`src/rtl/mux_channel_arbiter.sv`:
```
// Two-channel round-robin arbiter feeding an external 2:1 mux; buffers one byte per
// channel, registers the mux result into a valid/ready output stage, counts grants.
module mux_channel_arbiter #(
  parameter int unsigned WIDTH = 8,
  parameter int unsigned CNT_W = 8
) (
  input  logic             clk,
  input  logic             reset_n,
  input  logic [WIDTH-1:0] in1_data,
  input  logic             in1_valid,
  output logic             in1_ready,
  input  logic [WIDTH-1:0] in2_data,
  input  logic             in2_valid,
  output logic             in2_ready,
  output logic [WIDTH-1:0] mux_in1,
  output logic [WIDTH-1:0] mux_in2,
  output logic             mux_select,
  input  logic [WIDTH-1:0] mux_out,
  output logic [WIDTH-1:0] out_data,
  output logic             out_src,
  output logic             out_valid,
  input  logic             out_ready,
  output logic [CNT_W-1:0] grant_cnt1,
  output logic [CNT_W-1:0] grant_cnt2
);

  localparam logic [CNT_W-1:0] CNT_MAX = '1;

  logic [WIDTH-1:0] r_buf1;
  logic [WIDTH-1:0] r_buf2;
  logic             r_full1;
  logic             r_full2;
  logic             r_last_grant;
  logic [WIDTH-1:0] r_out_data;
  logic             r_out_src;
  logic             r_out_valid;
  logic [CNT_W-1:0] r_cnt1;
  logic [CNT_W-1:0] r_cnt2;

  logic w_free;
  logic w_grant_vld;
  logic w_grant;
  logic w_grant1;
  logic w_grant2;

  // Arbitration: contention alternates on last_grant, arrival order is irrelevant
  always_comb begin
    w_free      = !r_out_valid || out_ready;
    w_grant_vld = w_free && (r_full1 || r_full2);
    w_grant     = 1'b0;
    if (r_full1 && r_full2) begin
      w_grant = !r_last_grant;
    end else if (r_full2) begin
      w_grant = 1'b1;
    end
    w_grant1 = w_grant_vld && !w_grant;
    w_grant2 = w_grant_vld && w_grant;
  end

  // Channel 1 holding register; a drained buffer only reopens on the next cycle
  always_ff @(posedge clk or negedge reset_n) begin
    if (!reset_n) begin
      r_buf1  <= '0;
      r_full1 <= 1'b0;
    end else if (w_grant1) begin
      r_full1 <= 1'b0;
    end else if (in1_valid && !r_full1) begin
      r_buf1  <= in1_data;
      r_full1 <= 1'b1;
    end
  end

  // Channel 2 holding register
  always_ff @(posedge clk or negedge reset_n) begin
    if (!reset_n) begin
      r_buf2  <= '0;
      r_full2 <= 1'b0;
    end else if (w_grant2) begin
      r_full2 <= 1'b0;
    end else if (in2_valid && !r_full2) begin
      r_buf2  <= in2_data;
      r_full2 <= 1'b1;
    end
  end

  // Output stage and round-robin history
  always_ff @(posedge clk or negedge reset_n) begin
    if (!reset_n) begin
      r_out_data   <= '0;
      r_out_src    <= 1'b0;
      r_out_valid  <= 1'b0;
      r_last_grant <= 1'b1;
    end else if (w_grant_vld) begin
      r_out_data   <= mux_out;
      r_out_src    <= w_grant;
      r_out_valid  <= 1'b1;
      r_last_grant <= w_grant;
    end else if (w_free && out_ready) begin
      r_out_valid  <= 1'b0;
    end
  end

  // Saturating grant counters
  always_ff @(posedge clk or negedge reset_n) begin
    if (!reset_n) begin
      r_cnt1 <= '0;
      r_cnt2 <= '0;
    end else begin
      if (w_grant1 && (r_cnt1 != CNT_MAX)) begin
        r_cnt1 <= r_cnt1 + CNT_W'(1);
      end
      if (w_grant2 && (r_cnt2 != CNT_MAX)) begin
        r_cnt2 <= r_cnt2 + CNT_W'(1);
      end
    end
  end

  assign in1_ready  = !r_full1;
  assign in2_ready  = !r_full2;
  assign mux_in1    = r_buf1;
  assign mux_in2    = r_buf2;
  assign mux_select = w_grant2;
  assign out_data   = r_out_data;
  assign out_src    = r_out_src;
  assign out_valid  = r_out_valid;
  assign grant_cnt1 = r_cnt1;
  assign grant_cnt2 = r_cnt2;

endmodule

```
`config.mk`:
```
export PLATFORM = sky130hd
export DESIGN_NAME = mux_channel_arbiter
export DESIGN_NICKNAME = d
export VERILOG_FILES = /design/src/rtl/mux_channel_arbiter.sv
export SDC_FILE = /design/constraint.sdc
export NUM_CORES = 1
export LEC_CHECK = 0
export ABC_AREA = 0
export ABC_CLOCK_PERIOD_IN_PS = 3700
export BUFFER_PORTS_ARGS = -buffer_cell sky130_fd_sc_hd__buf_2
export CAP_MARGIN = 40
export CELL_PAD_IN_SITES_DETAIL_PLACEMENT = 2
export CELL_PAD_IN_SITES_GLOBAL_PLACEMENT = 2
export CORE_AREA = 2 2 81 83
export DETAILED_ROUTE_END_ITERATION = 16
export DIE_AREA = 0 0 83 85
export PLACE_DENSITY = 0.87
export SYNTH_ARGS = -nofsm -noshare
export SYNTH_HDL_FRONTEND = slang
export SYNTH_SLANG_ARGS = --single-unit
```
`constraint.sdc`:
```
create_clock -name clk -period 3.7 [get_ports clk]
set_input_delay 0.37 -clock clk [delete_from_list [all_inputs] [get_ports clk]]
set_output_delay 0.37 -clock clk [all_outputs]
set_load 0.02 [all_outputs]
```
==> results_dict.tcl <==
set metrics [dict create \
    synth_nets 194 \
    finClkSkew_ps 6.16 \
    hold_path_class "in2reg" \
    synth_flop_cell "dfrtp_1" \
    dr.first_iter.drc_count 36 \
    holdCritStartpoint "mux_out[2]" \
    final_cells 317 \
    yosys.cell_types.count 33 \
    post-route-min-period_ps 1980 \
    num_vias 1556 \
    ys_ff_latch 45 \
    crit_arrival_ps 1610 \
    synth.top_cell.area_share_pct 57.5 \
    cts.sinks 45 \
    r2r_setup_slack_ps 2030 \
    cp_slowest_stage_delay_ps 410 \
    grt.overflow.total 0 \
    whs_ps 255 \
    clockBufferDepth 2 \
    antenna_found_initial 0 \
    grt_use_total_pct 15.2 \
    cts-root-buf "clkbuf_8" \
    io_pins 74 \
    top_layer_used "met4" \
    die_area_mm2 0.00706 \
    dp_hpwl_um 3880 \
    cts_resized 0 \
    crit_chain "nand2b_1 -> and3_1 -> buf_2" \
    fin_crit_sh_pct 53.5 \
    setup_viol 0 \
    status "completed" \
    first_global_vias 1715 \
    tns_ps 0 \
    postCtsSetupBuffers 0 \
    timing.rr.end "grant_cnt2[6]" \
    max_slew_margin_pct 44.2 \
    r2r_cells 4 \
    synth_edf_count 0 \
    met3WireLength_um 277 \
    cts_tree "done" \
    end_kind "output port" \
    rsz0062_at_grt "no" \
    yosysMostFrequentCell "dfrtp_1" \
    setup.worst_path.start "out_valid" \
    p_leak_nw 1.23 \
    placed_cell_area_mm2 0.00236 \
    drive_above_1_share_pct 43.8 \
    yosysTopAreaCell "dfrtp_1" \
    grt_pass1_wl_um 8630 \
    drc 0 \
    start_util_pct 30.9 \
    areaGrowthSynthToFinish_pct 28.6 \
    rows 29 \
    hold_buffers 1 \
    final_util_pct 39.7 \
    synth_seq_area_share_pct 58.9 \
    portBuffers 73 \
    totalWireLength_um 5090 \
    startpoint_type "register" \
    wl_per_cell_um 16.0 \
    nets 270 \
    fp.dieH_um 85 \
    maxCapViolations 0 \
    die-width_um 83 \
    wl_met1_um 1970 \
    drtAntennaViolNets 0 \
    place_inst 308 \
    synth_area_leaders "dfrtp_1 (58%), mux2_2 (12%), nand2_1 (6.3%)" \
    worstSetupPathType "reg2out" \
    vdd_ir_drop_max_uv 311 \
    htreeDepth 2 \
    fmax_mhz 505 \
    critical_path.top_delay_family "simple AND/OR/NAND/NOR gates" \
    synth_common_cells "dfrtp_1 (44), nand2_1 (32), mux2_2 (20), nand4_1 (6), nor2_1 (6)" \
    power_per_cell_area_mw_per_mm2 874 \
    insertion_delay_ps 300 \
    core_area_mm2 0.00620 \
    grt_max_degree 33 \
    antenna_cells 0 \
    async_reset_ff_share_pct 100 \
    hold_viol_final 0 \
    crit_fanout 10 \
    cts.clk_slew.worst_paths_ps 90 \
    final_area_mm2 0.00246 \
    critical_path_required_ps 3330 \
    yosysWarningCount 0 \
    cts_made_buffers 5 \
    firstDrtPassIters 4 \
    r2r_start "out_valid" \
    final_max_slew_viol_count 0 \
    slowest_stage "dfrtp_1" \
    vias_per_cell 4.91 \
    postSynthCellCount 163 \
    path_buf_inv 1 \
    routabilityCongestion 0.754 \
    hold_depth 3 \
    met2WireLength_um 2770 \
    tightest_slew_ps 831 \
    synthesis.area_mm2 0.00191 \
    synth.avg_cell_area_um2 11.7 \
    hold_path_end "out_data[2]" \
]
[metrics by stage]
stage               power, mW  setup slack (ps)
floorplan                1.51              2100
global route             2.32              1580
CTS                      2.20              1700
finish                   2.15              1720
global placement         1.81              2010
detailed placement       1.87              1940
[layout by cell type (no fill, tap or decap), types with 2 or more instances in the layout]
master,netlist,routed
a21oi_1,3,3
xnor2_1,5,5
dfrtp_1,44,44
xor2_1,3,3
buf_2,4,73
a21o_1,2,2
clkinvlp_4,0,3
inv_1,3,3
clkbuf_8,0,5
nor2_1,6,6
nor2b_1,2,2
nand2_1,32,32
nand3_1,5,5
nand2b_1,4,4
a31oi_1,2,2
nand4_1,6,6
and3_1,4,4
ha_1,2,2
mux2_2,20,20
[power breakdown]
group / internal (mW) / switching, mW / leakage (nW) / total [mW]
clock: 0.133 / 0.181 / 0.0364 / 0.313
sequential: 0.709 / 0.191 / 0.542 / 0.900
combinational: 0.370 / 0.570 / 0.653 / 0.940
[tightest hold or removal path: cells and delay by family]
kind          cells  cell delay [ps]
simple gates      2               80
buf+inv           1               70
[sequential cells by signal, indices dropped and copies added, names as in the netlist]
| register | flops |
|---|---|
| grant_cnt2 | 8 |
| out_data | 8 |
| r_full1 | 1 |
| r_last_grant | 1 |
| mux_in1 | 8 |
| grant_cnt1 | 8 |
| out_valid | 1 |
| out_src | 1 |
| mux_in2 | 8 |
| r_full2 | 1 |
[kinds of logic (layout without fill, tap and decap cells)]
group           after synthesis  count (layout)  synth area share (%)
fa+ha+maj                     2               2                  1.31
flops                        45              45                  58.9
mux                          22              22                  12.9
buf+inv                       9              86                  2.42
simple gates                 64              64                  16.3
compound gates               13              13                  4.57
xor+xnor                      8               8                  3.66
[final cells by class]
cell class | count | area [µm²]
fillers | 689 | 3740
flip-flops and latches | 45 | 1130
multi-input cells | 109 | 741
repair buffers | 75 | 395
well taps | 77 | 96.3
clock buffers | 5 | 68.8
clock inverters | 3 | 22.5
inverters | 3 | 11.3
[routing by layer]
metal / vias up / track usage, %
li1: 711 / -
met2: 44 / 27.1
met1: 796 / 17.9
met4: 0 / 4.92
met3: 5 / 4.28
met5: - / 0
[worst max path at each step]
stage,slack (ps),cells after the start,endpoint
detailed placement,1940,5,grant_cnt2[6]
CTS,1700,3,mux_select
global route,1580,3,mux_select
finish,1720,3,mux_select
floorplan,2100,4,grant_cnt2[1]
global placement,2010,4,mux_select
(Power assumes the default switching activity.)
